<file path="src/rtl/bg_line_fetcher_pkg.sv">
`default_nettype none
// +--------------------------------------------------------------------------+
// | Module   : bg_line_fetcher_pkg                                           |
// | Brief    : Shared types and constants for the background line fetcher.   |
// | Revision : 1.0                                                           |
// +--------------------------------------------------------------------------+
package bg_line_fetcher_pkg;

    typedef enum logic [2:0] {
        S_IDLE = 3'd0,
        S_MAP  = 3'd1,
        S_TLO  = 3'd2,
        S_THI  = 3'd3,
        S_PUSH = 3'd4,
        S_DONE = 3'd5
    } state_t;

    typedef struct packed {
        logic [7:0] lcd_control;
        logic [7:0] scroll_y;
        logic [7:0] scroll_x;
        logic [7:0] bg_palette;
    } control_reg_t;

    localparam logic [12:0] MAP_BASE_0       = 13'h1800;
    localparam logic [12:0] MAP_BASE_1       = 13'h1C00;
    localparam logic [12:0] TILE_BASE_SIGNED = 13'h1000;
    localparam int          LINE_W           = 160;

endpackage
`default_nettype wire

</file>
<file path="src/rtl/bg_line_fetcher_pixel_shifter.sv">
`default_nettype none
// +--------------------------------------------------------------------------+
// | Module   : bg_pixel_shifter                                              |
// | Brief    : Holds one tile row (lo/hi planes), shifts MSB first, maps     |
// |            the colour index through the background palette.             |
// | Revision : 1.0                                                           |
// +--------------------------------------------------------------------------+
module bg_pixel_shifter (
    input  logic       clk_hdmi,
    input  logic       rst,
    input  logic       load_lo,
    input  logic       load_hi,
    input  logic       shift,
    input  logic [7:0] plane_data,
    input  logic [7:0] palette,
    output logic [1:0] ci,
    output logic [1:0] shade
);
    logic [7:0] lo_q, lo_d;
    logic [7:0] hi_q, hi_d;
    logic [7:0] hi_cur;

    always_comb begin
        // The high plane arrives on the first pixel cycle, so bypass it straight in.
        hi_cur = load_hi ? plane_data : hi_q;
        lo_d   = lo_q;
        hi_d   = hi_q;
        if (load_hi) begin
            hi_d = plane_data;
        end
        if (shift) begin
            lo_d = {lo_q[6:0], 1'b0};
            hi_d = {hi_cur[6:0], 1'b0};
        end
        if (load_lo) begin
            lo_d = plane_data;
        end
        ci    = {hi_cur[7], lo_q[7]};
        shade = palette[{ci, 1'b0} +: 2];
    end

    always_ff @(posedge clk_hdmi or negedge rst) begin
        if (!rst) begin
            lo_q <= '0;
            hi_q <= '0;
        end else begin
            lo_q <= lo_d;
            hi_q <= hi_d;
        end
    end

endmodule
`default_nettype wire

</file>
<file path="src/rtl/bg_line_fetcher.sv">
`default_nettype none
// +--------------------------------------------------------------------------+
// | Module   : bg_line_fetcher                                               |
// | Brief    : Fetches background tiles from VRAM for one line and writes   |
// |            palette-mapped pixels into the line buffer.                  |
// | Revision : 1.0                                                           |
// +--------------------------------------------------------------------------+
module bg_line_fetcher #(
    parameter int LINE_W        = bg_line_fetcher_pkg::LINE_W,
    parameter int LAST_VIS_LINE = 143
) (
    input  logic                             clk_hdmi,
    input  logic                             rst,
    input  logic                             start,
    input  logic [7:0]                       line,
    input  bg_line_fetcher_pkg::control_reg_t control,
    output logic [12:0]                      rd_address,
    output logic                             oe_vram,
    input  logic [7:0]                       read_data,
    output logic                             px_we,
    output logic [7:0]                       px_addr,
    output logic [1:0]                       px_data,
    output logic                             busy,
    output logic                             done
);
    import bg_line_fetcher_pkg::*;

    localparam logic [7:0] LAST_COL  = 8'(LINE_W - 1);
    localparam logic [7:0] LAST_LINE = 8'(LAST_VIS_LINE);

    state_t      state_q, state_d;
    logic [7:0]  line_q, line_d;
    logic [7:0]  scx_q, scx_d;
    logic [7:0]  scy_q, scy_d;
    logic [7:0]  bgp_q, bgp_d;
    logic [7:0]  idx_q, idx_d;
    logic [7:0]  col_q, col_d;
    logic [4:0]  tile_q, tile_d;
    logic [2:0]  slot_q, slot_d;
    logic [12:0] addr_q, addr_d;
    logic        unsigned_q, unsigned_d;
    logic        map_sel_q, map_sel_d;
    logic        bg_en_q, bg_en_d;

    logic [7:0]  ybg;
    logic [4:0]  map_col;
    logic [12:0] map_addr;
    logic [7:0]  tile_idx;
    logic [12:0] tbase;
    logic [12:0] row_addr;
    logic        keep;
    logic        load_lo, load_hi, shift;
    logic [1:0]  px_ci, shade;
    logic        unused_ctrl;

    assign unused_ctrl = ^{control.lcd_control[6:5], control.lcd_control[2:1], px_ci};

    assign ybg      = line_q + scy_q;
    assign map_col  = scx_q[7:3] + tile_q;
    assign map_addr = (map_sel_q ? MAP_BASE_1 : MAP_BASE_0)
                    + {3'b000, ybg[7:3], 5'b00000} + {8'h00, map_col};
    // The tile index is on read_data during TLO and only registered afterwards.
    assign tile_idx = (state_q == S_TLO) ? read_data : idx_q;
    assign tbase    = unsigned_q ? {1'b0, tile_idx, 4'b0000}
                                 : TILE_BASE_SIGNED + {tile_idx[7], tile_idx, 4'b0000};
    assign row_addr = tbase + {9'b0, ybg[2:0], 1'b0};
    assign keep     = !bg_en_q || !((tile_q == 5'd0) && (slot_q < scx_q[2:0]));

    always_comb begin
        state_d    = state_q;
        line_d     = line_q;
        scx_d      = scx_q;
        scy_d      = scy_q;
        bgp_d      = bgp_q;
        idx_d      = idx_q;
        col_d      = col_q;
        tile_d     = tile_q;
        slot_d     = slot_q;
        addr_d     = addr_q;
        unsigned_d = unsigned_q;
        map_sel_d  = map_sel_q;
        bg_en_d    = bg_en_q;
        oe_vram    = 1'b0;
        px_we      = 1'b0;
        busy       = 1'b0;
        done       = 1'b0;
        load_lo    = 1'b0;
        load_hi    = 1'b0;
        shift      = 1'b0;

        case (state_q)
            S_IDLE: begin
                if (start && (line <= LAST_LINE) && control.lcd_control[7]) begin
                    line_d     = line;
                    scx_d      = control.scroll_x;
                    scy_d      = control.scroll_y;
                    bgp_d      = control.bg_palette;
                    unsigned_d = control.lcd_control[4];
                    map_sel_d  = control.lcd_control[3];
                    bg_en_d    = control.lcd_control[0];
                    tile_d     = '0;
                    slot_d     = '0;
                    col_d      = '0;
                    state_d    = S_MAP;
                end
            end
            S_MAP: begin
                busy = 1'b1;
                if (bg_en_q) begin
                    oe_vram = 1'b1;
                    addr_d  = map_addr;
                    state_d = S_TLO;
                end else begin
                    state_d = S_PUSH;
                end
            end
            S_TLO: begin
                busy    = 1'b1;
                oe_vram = 1'b1;
                idx_d   = read_data;
                addr_d  = row_addr;
                state_d = S_THI;
            end
            S_THI: begin
                busy    = 1'b1;
                oe_vram = 1'b1;
                load_lo = 1'b1;
                addr_d  = {row_addr[12:1], 1'b1};
                state_d = S_PUSH;
            end
            S_PUSH: begin
                busy    = 1'b1;
                px_we   = keep;
                load_hi = bg_en_q && (slot_q == 3'd0);
                shift   = bg_en_q;
                slot_d  = slot_q + 3'd1;
                if (px_we && (col_q != LAST_COL)) begin
                    col_d = col_q + 8'd1;
                end
                if (px_we && (col_q == LAST_COL)) begin
                    state_d = S_DONE;
                end else if (bg_en_q && (slot_q == 3'd7)) begin
                    tile_d  = tile_q + 5'd1;
                    state_d = S_MAP;
                end
            end
            S_DONE: begin
                done    = 1'b1;
                state_d = S_IDLE;
            end
            default: state_d = S_IDLE;
        endcase

        if (busy && !control.lcd_control[7]) begin
            state_d = S_IDLE;
        end
    end

    assign rd_address = addr_d;
    assign px_addr    = col_q;
    assign px_data    = ((state_q == S_PUSH) && bg_en_q) ? shade : 2'b00;

    bg_pixel_shifter u_shifter (
        .clk_hdmi   (clk_hdmi),
        .rst        (rst),
        .load_lo    (load_lo),
        .load_hi    (load_hi),
        .shift      (shift),
        .plane_data (read_data),
        .palette    (bgp_q),
        .ci         (px_ci),
        .shade      (shade)
    );

    always_ff @(posedge clk_hdmi or negedge rst) begin
        if (!rst) begin
            state_q    <= S_IDLE;
            line_q     <= '0;
            scx_q      <= '0;
            scy_q      <= '0;
            bgp_q      <= '0;
            idx_q      <= '0;
            col_q      <= '0;
            tile_q     <= '0;
            slot_q     <= '0;
            addr_q     <= '0;
            unsigned_q <= 1'b0;
            map_sel_q  <= 1'b0;
            bg_en_q    <= 1'b0;
        end else begin
            state_q    <= state_d;
            line_q     <= line_d;
            scx_q      <= scx_d;
            scy_q      <= scy_d;
            bgp_q      <= bgp_d;
            idx_q      <= idx_d;
            col_q      <= col_d;
            tile_q     <= tile_d;
            slot_q     <= slot_d;
            addr_q     <= addr_d;
            unsigned_q <= unsigned_d;
            map_sel_q  <= map_sel_d;
            bg_en_q    <= bg_en_d;
        end
    end

endmodule
`default_nettype wire
</file>
<file path="config.mk">
export PLATFORM = sky130hd
export DESIGN_NAME = bg_line_fetcher
export DESIGN_NICKNAME = d
export VERILOG_FILES = /design/src/rtl/bg_line_fetcher_pkg.sv /design/src/rtl/bg_line_fetcher_pixel_shifter.sv /design/src/rtl/bg_line_fetcher.sv
export SDC_FILE = /design/constraint.sdc
export NUM_CORES = 1
export LEC_CHECK = 0
export CAP_MARGIN = 20
export CORE_UTILIZATION = 40
export DETAILED_ROUTE_END_ITERATION = 6
export GPL_TIMING_DRIVEN = 0
export PLACE_DENSITY = 0.66
export SLEW_MARGIN = 20
export SYNTH_ARGS = -nofsm -noshare
export SYNTH_HDL_FRONTEND = slang
export SYNTH_SLANG_ARGS = --single-unit
</file>
<file path="constraint.sdc">
create_clock -name clk_hdmi -period 3.4 [get_ports clk_hdmi]
set_clock_uncertainty 0.1 [all_clocks]
set_input_delay 0.51 -clock clk_hdmi [delete_from_list [all_inputs] [get_ports clk_hdmi]]
set_output_delay 0.51 -clock clk_hdmi [all_outputs]
set_load 0.05 [all_outputs]
</file>
* Yosys cells after proc, flatten, opt, wreduce, memory -nomap -nowiden *
Index checks and enable logic that the tools add are counted.

cells by class
  shifts and indexed selects = 1
  order comparisons = 2
  add/sub/neg operators = 9
  muxes and demuxes = 33
  reduce and logical (&&, ||, !) cells = 25
  eq/ne operators = 14

operators with widths
  kind                                           count
  two-way mux 8 bit                              7
  case mux 13 bit (3 select lines)               1
  two-way mux 13 bit                             2
  two-way mux 3 bit                              6
  case mux 8 bit (2 select lines)                1
  two-way mux 5 bit                              3
  case mux 3 bit (5 select lines)                1
  adder 12 x 11 -> 13 bit                        1
  adder 13 bit, first input constant             1
  adder 13 x 4 -> 13 bit                         1
  adder 13 x 5 -> 13 bit                         1
  two-way mux 11 bit                             1
  case mux 5 bit (2 select lines)                1
  == test 3 bit, second input constant           3
  logical AND 1 bit                              9
  adder 8 x 1 -> 8 bit, second input constant    1
  adder 8 bit                                    1
  == test 8 bit, second input constant           1
  <= comparator 8 bit, second input constant     1
  != test 2 bit, second input constant           4
  != test 8 bit, second input constant           1
  variable part select 8 x 4 -> 2 bit            1
  two-way mux 1 bit                              7
  == test 3 x 2 -> 1 bit, second input constant  2
  other kinds (20)                               26

word-level totals
  output and inout port bits = 27
  bits in registers = 91

* Depth between registers and ports, before layout *
Gate-level depths: netlist (run 1).

  word-level depth = 8
  mapped depth = 8
  mapped depth without buffers = 8

* Cells and area by module *
Synthesis (run 1) repeated with hierarchy kept, for this count alone.

second synthesis, totals
  cell total of the unflattened synthesis = 484
  area, all modules = 4752.1 um^2

by module, submodules not included
  module            area each (um^2)  cells an instance  sequential area each (um^2)  times used
  bg_line_fetcher   3943.8            421                1876.8                       1
  bg_pixel_shifter  808.3             63                 400.4                        1

* Worst setup path after synthesis (run 1) *
OpenSTA, ideal clock, no wires.

  path type = reg2out
  start = register line_q[0]
  end = output port rd_address[6]
  buffers on the path = 0
  required time = 2.790 ns
  arrival time = 2.504 ns
  setup slack = 0.286 ns
  cell stages (with the launch flop) = 6
  path through = dfrtp_1 -> ha_1 -> fa_1 -> a211oi_1 -> o21ai_0 -> o21ai_0

on the way
  cells in the longest elaborated chain, start to end = 5
  elaborated cells between the ends (all ways) = 6
  classes of those cells = add/sub (4); mux (2)

ends and longest elaborated chain
  item                                  RTL line                RTL
  from (decl)                           bg_line_fetcher.sv:32   logic [7:0] line_q, line_d;
  from (signal assigned)                bg_line_fetcher.sv:192  line_q <= line_d;
  adder 8 bit (*)                       bg_line_fetcher.sv:58   assign ybg = line_q + scy_q;
  adder 12 x 11 -> 13 bit               bg_line_fetcher.sv:61   + {3'b000, ybg[7:3], 5'b00000} + {8'h00, map_col};
  adder 13 x 5 -> 13 bit                bg_line_fetcher.sv:61
  two-way mux 13 bit                    bg_line_fetcher.sv:109  if (bg_en_q) begin
  case mux 13 bit (3 select lines) (*)  bg_line_fetcher.sv:91   case (state_q)
  to (decl)                             bg_line_fetcher.sv:17   output logic [12:0] rd_address,

Mark *: on every way between the ends. The rest lies on a longest branch, timed or not.

* Worst setup path after layout (run 1) *
  start = register state_q[1]
  end = output port rd_address[0]

on the way
  cells in the longest elaborated chain, start to end = 2
  elaborated cells between the ends (all ways) = 4
  classes of those cells = eq/ne (3); mux (1)

ends and longest elaborated chain
  item                                                              RTL line                RTL
  from (decl)                                                       bg_line_fetcher.sv:31   state_t state_q, state_d;
  from (signal assigned)                                            bg_line_fetcher.sv:191  state_q <= state_d;
  == test 3 x 2 -> 1 bit or == test 3 x 1 -> 1 bit (tied branches)  bg_line_fetcher.sv:91
  case mux 13 bit (3 select lines) (*)                              bg_line_fetcher.sv:91

Marks and branches as above.

==> summary.txt, run 1 <==
Outcome
  • Status: complete, but fails checks
  • Failing checks: DRC

Detailed routing
  • ANT nets after route: 0
  • # DRC: 4
  • Pre-antenna DRT Iters: 6
  • Final WL: approximately 12000 um
  • Initial DRC Count: 166
  • Vias per cell: about 5.3
  • Routed vias: approximately 3900
  • Routed len/inst: 15.9 um

Clock tree
  • TritonCTS clock tree: yes
  • Clock buffer depth: 2
  • Worst skew pair latency: 0.35 ns
  • H-tree depth: 3
  • Number of CTS-inserted buffers: 9
  • CTS Root Cell: clkbuf_16
  • Clk slew on worst S/H paths: ~0.07 ns
  • Clock sink count: approximately 90

Worst setup path
  • Critical path endpoint category: output pin
  • Crit start category: register
  • Worst Path Buf+Inv: 3
  • CP Class: register to output pin
  • Delay-heaviest family, CP: buffers and inverters
  • Crit path max-delay cell type: dlygate4sd2_1
  • Crit path cell chain: buf_2, nor2b_2, nand2_1, clkbuf_1, nand3_1, dlygate4sd2_1
  • Max stage delay on crit path: 0.54 ns
  • Max Fanout on Critical Path: 10
  • Worst endpoint required time: around 2.8 ns
  • WP data arrival: 2.62 ns

Power and ir drop
  • Seq pwr share: a little over a third
  • Psw: ~2100 uW
  • Switching power share of the total: between 40% and 50%
  • Clock network fraction of design power: 19.4%
  • Pwr Total: between 4000 and 5000 uW
  • Peak supply drop: 0.000707 V
  • Combinational share of power: around 45%
  • PwrDens: around 840 nW/um2
  • Internal power: roughly 2900 uW
  • Leak: ~0.0029 uW

Final layout
  • Final #Nets: between 600 and 700
  • P&R area growth vs syn: 25.5%
  • Ratio of cells with drive above 1 in the final layout: ~8.3%
  • # diodes: 0
  • Reg area: around 2300 um2
  • Multi-input gate area: roughly 2300 um2
  • Fin util: about 52%
  • Fillers: 1103

Run
  • Max-cap violations: 0

Global route
  • Vias in the first global route: ~4000
  • Grt total ovfl: 0
  • Initial antenna violation count: 0
  • Pin count of the biggest net entering global routing: 50
  • First-pass GRT wire length: a little under 20000 um
  • Total GRT Usage: between 20% and 30%

Synthesis
  • Post-synth cell types: between 50 and 60
  • Cell Area, Synth: about 4800 um2
  • EDFF count, synth: 0
  • Synth Warn #: 0
  • Top_reg_cell synth: dfrtp_1
  • Syn Inst Count: around 510
  • Post-synth ARST share: 100%
  • Mean Syn Cell Area: between 9 and 10 um2
  • Synth Register Bits: between 90 and 100
  • Top cell type by total area after synthesis: dfrtp_1
  • Sequential share of the synthesized area: between 40% and 50%
  • Largest cells by area after synthesis: dfrtp_1, nand2_1, mux2i_1
  • Synth top area share: a little under half
  • Post-Syn Nets: ~580

Hold path
  • Hold Crit Class: register to register

STA
  • Setup-failing EPs final: 0
  • Period utilisation layout: 95.0%
  • Final Hold Vio Count: 0
  • Post-route setup TNS: 0 ns
  • Minimum clock period: 3.23 ns
  • RSZ-0062 raised after global routing: no
  • Tightest Pin Transition: between 0.7 and 0.8 ns
  • Worst relative slew slack: 50.7%
  • Achievable Freq: a little over 300 MHz
  • Slew Viols, Final: 0

Die
  • Die area: roughly 12000 um2
  • Std-Cell Rows: 39
  • Area of the core: 11500 um2
  • Die H: 111 um
  • I/O pin cnt: just under 80
  • Die width: roughly 110 um
  • Initial cell density of the core: 41.3%

Place
  • DP HPWL: just under 9000 um
  • Routability congestion estimate: ~0.84
  • # port buffers: 73
## worst register-to-register path, cell delays in order (launching register included)
cell	delay [ns]
dfrtp_1	0.45
nor2_1	0.43
nand2_1	0.13
or3_1	0.40
clkbuf_1	0.28
clkbuf_1	0.38
nand2_1	0.18
nand2_1	0.07
## state kept, by name, indices dropped and copies added, names as in the netlist, 5 cells and up
signal / cells
idx_q: 8
tile_q: 5
scx_q: 8
line_q: 8
u_shifter.lo_q: 8
bgp_q: 8
scy_q: 8
addr_q: 13
u_shifter.hi_q: 8
px_addr: 8
## repair_timing
item                                   in CTS  in global routing
pin swaps                                   0                  1
resized for setup                          21                 23
buffers inserted                            0                  1
hold buffers                                1                  0
endpoints found under the hold margin       4                  0
setup endpoints to repair                  14                 13
## layer usage
metal	GRT usage, %	wire length, um
met1	28.3	5500
met2	32.4	5460
met3	2.90	590
met4	8.56	228
met5	0	0
## cells in the mapped netlist (6+ instances only)
master / count
a21oi_1: 21
clkbuf_1: 15
dfrtp_1: 91
ha_1: 19
inv_1: 13
mux2_2: 10
mux2i_1: 32
nand2_1: 144
nand2b_1: 11
nand3_1: 16
nor2_1: 22
nor2b_1: 6
nor3_1: 7
o21ai_0: 23
## kinds of logic after synthesis
logic type                 Yosys count  synth area share, %
and+or+nand+nor                    229                 21.4
DFF                                 91                 47.9
AOI/OAI and AO/OA                   80                 10.8
muxes                               44                 10.0
buffers and inverters               36                 2.97
adders and majority gates           21                 5.84
xor gates and xnor gates             6                 1.10
## metrics by stage
stage,cells,worst slack [ns],area [um2],hold WS [ns]
after floorplan,507,0.286,4760,0.114
after global placement,723,-1.66,5670,0.355
after detailed placement,724,0.0180,5700,0.362
after CTS,741,0.0124,5990,0.383
after global routing,742,0.00464,5970,0.408
final,742,0.170,5970,0.377
## layout by cell type, fill, tap and decap left out, drive strengths merged, types with 3 or more instances in the layout
| cell type | Yosys | final |
|---|---|---|
| a211oi | 4 | 4 |
| a21o | 3 | 3 |
| a21oi | 21 | 21 |
| a221o | 4 | 4 |
| and3 | 3 | 3 |
| buf | 7 | 13 |
| clkbuf | 15 | 29 |
| clkdlybuf4s50 | 0 | 58 |
| dfrtp | 91 | 91 |
| dlygate4sd2 | 0 | 4 |
| ha | 19 | 19 |
| inv | 14 | 17 |
| mux2 | 10 | 10 |
| mux2i | 32 | 32 |
| nand2 | 144 | 144 |
| nand2b | 11 | 11 |
| nand3 | 16 | 16 |
| nand4 | 4 | 4 |
| nor2 | 23 | 23 |
| nor2b | 6 | 6 |
| nor3 | 8 | 8 |
| o21ai | 25 | 25 |
| o21bai | 3 | 3 |
| or3 | 3 | 3 |
| or4 | 3 | 3 |
| xor2 | 5 | 5 |
## cell type report
type | instances | share of cell area, %
Buffer | 22 | 1.51
Clock buffer | 9 | 3.77
Clock inverter | 7 | 1.03
Inverter | 14 | 0.880
Multi-Input combinational cell | 380 | 39.3
Sequential cell | 91 | 38.1
Tap cell | 143 | 3.00
Timing Repair Buffer | 76 | 12.4
## power groups by stage
stage               Sequential [uW]  Combinational [uW]  Clock [uW]
global placement               1780                2260           0
floorplan                      1740                1640           0
global route                   1850                2480        1030
CTS                            1790                2270         984
detailed placement             1800                2300           0
finish                         1780                2240         966
## worst paths after layout
check	from	end	slack, ns	depth (start not counted)
setup / recovery	state_q[1]$_DFFE_PN0P_	rd_address[0]	0.17	6
hold / removal	bgp_q[2]$_DFFE_PN0P_	bgp_q[2]$_DFFE_PN0P_	0.38	2
setup reg to reg	state_q[0]$_DFFE_PN0P_	unsigned_q$_DFFE_PN0P_	0.88	7
hold reg to reg	bgp_q[2]$_DFFE_PN0P_	bgp_q[2]$_DFFE_PN0P_	0.38	2
max in group asynchronous	rst	map_sel_q$_DFFE_PN0P_	2.04	3
min in group asynchronous	rst	scx_q[1]$_DFFE_PN0P_	0.57	2
(Power assumes the default switching activity.)
==> run 2, diff against run 1 <==
SYNTH_HIERARCHICAL = 1   (was not set)
==> summary.txt, run 2 <==
Global route
  • Total GRT Usage: 18.9% (-1.6 points)
  • Most Crowded Layer GR: met2
  • Initial antenna violation count: 0 (unchanged)
  • Met1 Usage GRT: 25.6% (-2.7 points)
  • Grt total ovfl: 0 (unchanged)
  • M2 GR Usage: 30.4% (-2.0 points)
  • Pin count of the biggest net entering global routing: 60 (+20%)
  • First-pass GRT wire length: 18400 um (-6.7%)
  • Vias in the first global route: 3752 (-5.2%)
  • Grt met3 use: 3.12% (+0.22 points)

Die
  • Die H: 111 um (-0.17%)
  • Initial cell density of the core: 41.3% (about the same)
  • Std-Cell Rows: 39 (unchanged)
  • I/O pin cnt: 78 (unchanged)
  • Die area: 12300 um2 (-0.34%)
  • Die width: 111 um (-0.17%)
  • Area of the core: 11500 um2 (-0.42%)

Place
  • # port buffers: 73 (unchanged)
  • Placed insts: 699 (-3.5%)
  • Post-DP Area: 5680 um2 (-0.29%)
  • Place WS: -0.143 ns (-0.161 ns)
  • DP HPWL: 8310 um (-5.4%)
  • Routability congestion estimate: 0.821 (-1.8%)

Worst setup path
  • Crit start category: register
  • CP Class: register to output pin
  • WP data arrival: 2.70 ns (+0.08 ns)
  • Critical path endpoint category: output pin
  • Max Fanout on Critical Path: 10 (unchanged)
  • RR Endpoint: addr_q[8]$_DFF_PN0_
  • Reg2reg path depth: 8 (+1)
  • Worst reg-to-reg setup slack: 1.11 ns (+0.23 ns)
  • Worst endpoint required time: 2.79 ns (about the same)
  • R2R Path Start: line_q[0]$_DFFE_PN0P_

Clock tree
  • Clock sink count: 91 (unchanged)
  • Clock buffer depth: 2 (unchanged)
  • Worst skew pair latency: 0.35 ns (about the same)
  • Clk slew on worst S/H paths: 0.07 ns (about the same)
  • Number of CTS-inserted buffers: 9 (unchanged)
  • CTS Root Cell: clkbuf_16
  • Post-CTS setup buffers: 0 (unchanged)
  • TritonCTS clock tree: yes
  • H-tree depth: 3 (unchanged)

Final layout
  • Fillers: 1060 (-3.9%)
  • P&R area growth vs syn: 26.9%
  • Reg with most FFs: addr_q
  • Largest register FFs: 13 (unchanged)
  • Non-Filler Instances: 716 (-3.5%)
  • Most frequent cells in the layout: nand2_1, dfrtp_1, clkdlybuf4s50_1
  • Commonest non-fill, non-tap cell in the layout: nand2_1
  • Ratio of cells with drive above 1 in the final layout: 11.3% (+3.0 points)
  • # diodes: 0 (unchanged)
  • Final instance area: 6020 um2 (+0.80%)
  • Final #Nets: 640 (-3.9%)

Run
  • Max-cap violations: 0 (unchanged)

STA
  • Setup-failing EPs final: 0 (unchanged)
  • Worst relative slew slack: 61.0% (+10 points)
  • Final Hold Vio Count: 0 (unchanged)
  • Slew Viols, Final: 0 (unchanged)
  • Minimum clock period: 3.31 ns (+0.0801 ns)
  • Tightest Pin Transition: 0.586 ns (-0.151 ns)
  • Hold Slack: 0.373 ns (-0.00345 ns)
  • Post-route setup TNS: 0 ns (unchanged)
  • PnR worst setup slack: 0.0900 ns (-0.0801 ns)
  • Period utilisation layout: 97.4% (+2.4 points)
  • RSZ-0062 raised after global routing: no
  • Achievable Freq: 302 MHz (-2.4%)

Detailed routing
  • ANT nets after route: 0 (unchanged)
  • Routed len/inst: 15.4 um (-2.9%)
  • Routed vias: 3674 (-6.3%)
  • Vias per cell: 5.13 (-2.9%)
  • Initial DRC Count: 164 (-1.2%)
  • Pre-antenna DRT Iters: 4 (-2)
  • Final WL: 11000 um (-6.3%)
  • # DRC: 0 (-4)

Power and ir drop
  • Peak supply drop: 0.000432 V (-39%)
  • Leak: 0.00280 uW (-2.1%)
  • PwrDens: 689 nW/um2 (-18%)
  • Clock network fraction of design power: 24.8% (+5.4 points)
  • Combinational share of power: 36.7% (-8.2 points)
  • Internal power: 2590 uW (-9.7%)
  • Switching power share of the total: 37.5% (-5.0 points)
  • Seq pwr share: 38.5% (+2.8 points)
  • Psw: 1560 uW (-27%)

Outcome
  • Status: finished clean

Hold path
  • End of the worst hold path: bgp_q[5]$_DFFE_PN0P_
  • Hold Path Depth: 2 (unchanged)
  • HP Start: bgp_q[5]$_DFFE_PN0P_
  • Hold Crit Class: register to register

Synthesis
  • Cell Area, Synth: 4740 um2 (-0.34%)
  • Syn Inst Count: 482 (-4.9%)
  • Mean Syn Cell Area: 9.84 um2 (+4.8%)
  • Synth Warn #: 6 (+6)
  • Post-Syn Nets: 554 (-4.3%)
==> run 2: cell types whose count changed in the layout (fill, tap and decap cells not counted), sizes merged, moves of 3 or more <==
| cell | previous run | this run |
|---|---|---|
| a211oi | 4 | 0 |
| a21o | 3 | 6 |
| a21oi | 21 | 15 |
| buf | 13 | 18 |
| clkbuf | 29 | 18 |
| nand2 | 144 | 132 |
| nand2b | 11 | 3 |
| nand4 | 4 | 1 |
| nor2 | 23 | 27 |
| o221ai | 1 | 5 |
| xnor2 | 1 | 6 |
| xor2 | 5 | 8 |
==> run 2: area by class of cell <==
| cell class | count | area [um2] | area share (%) |
|---|---|---|---|
| buffer | 21 | 129 | 2.14 |
| clock buffer | 9 | 225 | 3.74 |
| clock inverter | 7 | 82.6 | 1.37 |
| inverter | 15 | 56.3 | 0.936 |
| multi-input combinational | 355 | 2310 | 38.3 |
| sequential | 91 | 2280 | 37.9 |
| tap | 143 | 179 | 2.97 |
| timing repair buffer | 75 | 759 | 12.6 |
==> run 2: metrics by stage <==
stage | total power (uW) | util, %
5_1_grt | 4390 | 52.5
2_1_floorplan | 2650 | -
3_3_place_gp | 3110 | 49.3
4_1_cts | 4180 | 52.3
3_5_place_dp | 3160 | 49.5
6_report | 4150 | 52.5
==> run 2: metal layers <==
layer  vias up  routed length [um]
li1       1821                   -
met1      1755                5170
met2        84                5220
met3        14                 456
met4         0                 187
met5         -                   0
==> run 2: repair_timing <==
action,in CTS,in global routing
gates resized for setup,20,18
endpoints found under the setup margin,9,12
hold buffers,1,0
pin swaps,0,0
hold endpoints to repair,32,0
==> run 2: power groups by stage <==
| stage | sequential, uW | clock [uW] | combinational (uW) |
|---|---|---|---|
| finish | 1600 | 1030 | 1520 |
| global route | 1640 | 1090 | 1660 |
| CTS | 1600 | 1050 | 1530 |
| detailed placement | 1610 | 0 | 1550 |
| global placement | 1600 | 0 | 1510 |
| floorplan | 1580 | 0 | 1070 |
==> run 2: worst max-delay path, stage by stage, from the launching register on <==
cell and delay [ns]:
dfrtp_2 0.45, buf_4 0.19, or2_2 0.30, clkbuf_1 0.23, a221o_1 0.46, clkdlybuf4s50_1 0.72
==> run 2: how the worst max path moves through the flow <==
stage               cells past startpoint                   start  slack (ns)                     endpoint
floorplan                               8   line_q[0]$_DFFE_PN0P_       0.004                rd_address[8]
global placement                        1                     rst       -1.63  u_shifter/hi_q[0]$_DFF_PN0_
detailed placement                      8  state_q[2]$_DFFE_PN0P_       -0.14                   px_data[0]
CTS                                     8  state_q[1]$_DFFE_PN0P_       -0.06                   px_data[0]
global route                            9   tile_q[0]$_DFFE_PN0P_       0.002                rd_address[4]
finish                                  5  state_q[2]$_DFFE_PN0P_        0.09               rd_address[10]
==> run 3, diff against run 2 <==
HOLD_SLACK_MARGIN = 0.06   (was not set)
RECOVER_POWER = 50   (was not set)
==> summary.txt, run 3 (same netlist as run 2, synthesis figures left out) <==
Outcome
  • Status: complete, but fails checks
  • Failing checks: capacitance limit, slew limit

Detailed routing
  • # DRC: 0 (unchanged)
  • Vias per cell: 5.12 (-0.22%)
  • Initial DRC Count: 174 (+6.1%)
  • Pre-antenna DRT Iters: 4 (unchanged)
  • Routed vias: 3666 (-0.22%)
  • Routed len/inst: 15.5 um (+0.25%)
  • Final WL: 11100 um (+0.25%)
  • ANT nets after route: 0 (unchanged)

Power and ir drop
  • Internal power: 2590 uW (about the same)
  • Peak supply drop: 0.000432 V (about the same)
  • Switching power share of the total: 37.5% (about the same)
  • Clock network fraction of design power: 24.8% (about the same)
  • Leak: 0.00280 uW (-0.23%)
  • Psw: 1550 uW (about the same)
  • PwrDens: 691 nW/um2 (+0.29%)
  • Combinational share of power: 36.7% (about the same)
  • Seq pwr share: 38.5% (about the same)

Die
  • I/O pin cnt: 78 (unchanged)
  • Area of the core: 11500 um2 (unchanged)
  • Std-Cell Rows: 39 (unchanged)
  • Initial cell density of the core: 41.3% (unchanged)
  • Die area: 12300 um2 (unchanged)
  • Die width: 111 um (unchanged)
  • Die H: 111 um (unchanged)

Clock tree
  • H-tree depth: 3 (unchanged)
  • Clock buffer depth: 2 (unchanged)
  • Worst skew pair latency: 0.35 ns (about the same)
  • Clk slew on worst S/H paths: 0.07 ns (about the same)
  • Clock sink count: 91 (unchanged)
  • CTS Root Cell: clkbuf_16
  • Number of CTS-inserted buffers: 9 (unchanged)
  • Post-CTS setup buffers: 0 (unchanged)
  • TritonCTS clock tree: yes

STA
  • Worst relative slew slack: -22.1% (-83 points)
  • Achievable Freq: 302 MHz (about the same)
  • Final Hold Vio Count: 0 (unchanged)
  • Period utilisation layout: 97.3% (about the same)
  • RSZ-0062 raised after global routing: no
  • Slew Viols, Final: 33 (+33)
  • Setup-failing EPs final: 0 (unchanged)
  • Tightest Pin Transition: 1.83 ns (+1.25 ns)
  • Minimum clock period: 3.31 ns (-0.000843 ns)
  • PnR worst setup slack: 0.0908 ns (+0.000843 ns)

Worst setup path
  • CP Class: register to output pin
  • Crit. Startpoint: state_q[2]$_DFFE_PN0P_
  • R2R Path Start: line_q[0]$_DFFE_PN0P_
  • Max Fanout on Critical Path: 10 (unchanged)
  • Worst endpoint required time: 2.79 ns (about the same)
  • Crit start category: register
  • WP data arrival: 2.70 ns (about the same)
  • Critical path endpoint category: output pin

Place
  • Place WS: -0.143 ns (unchanged)
  • # port buffers: 73 (unchanged)
  • Placed insts: 699 (unchanged)
  • Routability congestion estimate: 0.821 (unchanged)
  • Post-DP Area: 5680 um2 (unchanged)
  • DP HPWL: 8310 um (unchanged)

Global route
  • Pin count of the biggest net entering global routing: 60 (unchanged)
  • Total GRT Usage: 18.9% (unchanged)
  • Vias in the first global route: 3752 (unchanged)
  • First-pass GRT wire length: 18400 um (unchanged)
  • Grt total ovfl: 0 (unchanged)
  • Initial antenna violation count: 0 (unchanged)

Final layout
  • Fin util: 52.3% (-0.19 points)
  • Final #Nets: 640 (unchanged)
  • Commonest non-fill, non-tap cell in the layout: nand2_1
  • Reg with most FFs: addr_q
  • # diodes: 0 (unchanged)
  • Fillers: 1065 (+0.47%)
  • P&R area growth vs syn: 26.5%
  • Largest register FFs: 13 (unchanged)
  • Ratio of cells with drive above 1 in the final layout: 11.0% (-0.35 points)
  • Final instance area: 6000 um2 (-0.35%)
  • Non-Filler Instances: 716 (unchanged)
  • Most frequent cells in the layout: nand2_1, dfrtp_1, clkdlybuf4s50_1

Hold path
  • Hold Crit Class: register to register
  • HP Start: bgp_q[5]$_DFFE_PN0P_

Run
  • Max-cap violations: 1 (+1)
## run 3: cell types whose count changed in the layout (fill, tap and decap cells not counted), sizes merged
cell / change
clkbuf: +1
buf: -1
clkdlybuf4s50: -1
dlygate4sd3: +1
## run 3: cell type report
type / count / area [um2] / area share (%)
tap: 143 / 179 / 2.98
inverter: 15 / 56.3 / 0.939
buffer: 21 / 129 / 2.15
multi-input combinational: 355 / 2290 / 38.3
timing repair buffer: 75 / 752 / 12.5
clock inverter: 7 / 82.6 / 1.38
clock buffer: 9 / 225 / 3.76
sequential: 91 / 2280 / 38.0
## run 3: stage by stage
stage / hold WS, ns / TNS (ns) / power, uW
after floorplan: 0.114 / 0 / 2650
after global placement: 0.350 / -147.91 / 3110
after detailed placement: 0.316 / -0.403 / 3160
after CTS: 0.374 / -0.0559 / 4180
after global routing: 0.397 / 0 / 4390
final: 0.374 / 0 / 4140
## run 3: power by group through the flow
stage | registers [uW] | logic (uW) | clock network [uW]
3_5_place_dp | 1610 | 1550 | 0
2_1_floorplan | 1580 | 1070 | 0
4_1_cts | 1600 | 1530 | 1050
3_3_place_gp | 1600 | 1510 | 0
6_report | 1600 | 1520 | 1030
5_1_grt | 1640 | 1660 | 1090
## run 3: worst max-delay path, stage by stage, from the launching register on
cell	delay [ns]
dfrtp_2	0.45
buf_4	0.19
or2_2	0.30
clkbuf_1	0.23
a221o_1	0.46
clkdlybuf4s50_1	0.72
## run 3: routing by layer
metal	vias to the layer above	global-route usage, %	part of all wire [%]
met1	1745	25.6	47
met3	14	3.12	4.4
met5	-	0	0
met2	89	30.4	47
li1	1818	-	-
met4	0	7.20	1.7
## run 3: final timing paths
| path | to | slack (ns) | cells after the start |
|---|---|---|---|
| min reg2reg | bgp_q[5]$_DFFE_PN0P_ | 0.37 | 2 |
| min | bgp_q[5]$_DFFE_PN0P_ | 0.37 | 2 |
| max in group asynchronous | addr_q[10]$_DFF_PN0_ | 1.04 | 2 |
| min in group asynchronous | addr_q[1]$_DFF_PN0_ | 1.10 | 2 |
| max | rd_address[10] | 0.09 | 5 |
| max reg2reg | addr_q[8]$_DFF_PN0_ | 1.11 | 8 |
## run 3: repair_timing
item | 4_1_cts | 5_1_grt
endpoints found under the setup margin | 9 | 12
gates resized for setup | 20 | 18
hold endpoints to repair | 32 | 0
hold buffers | 1 | 0
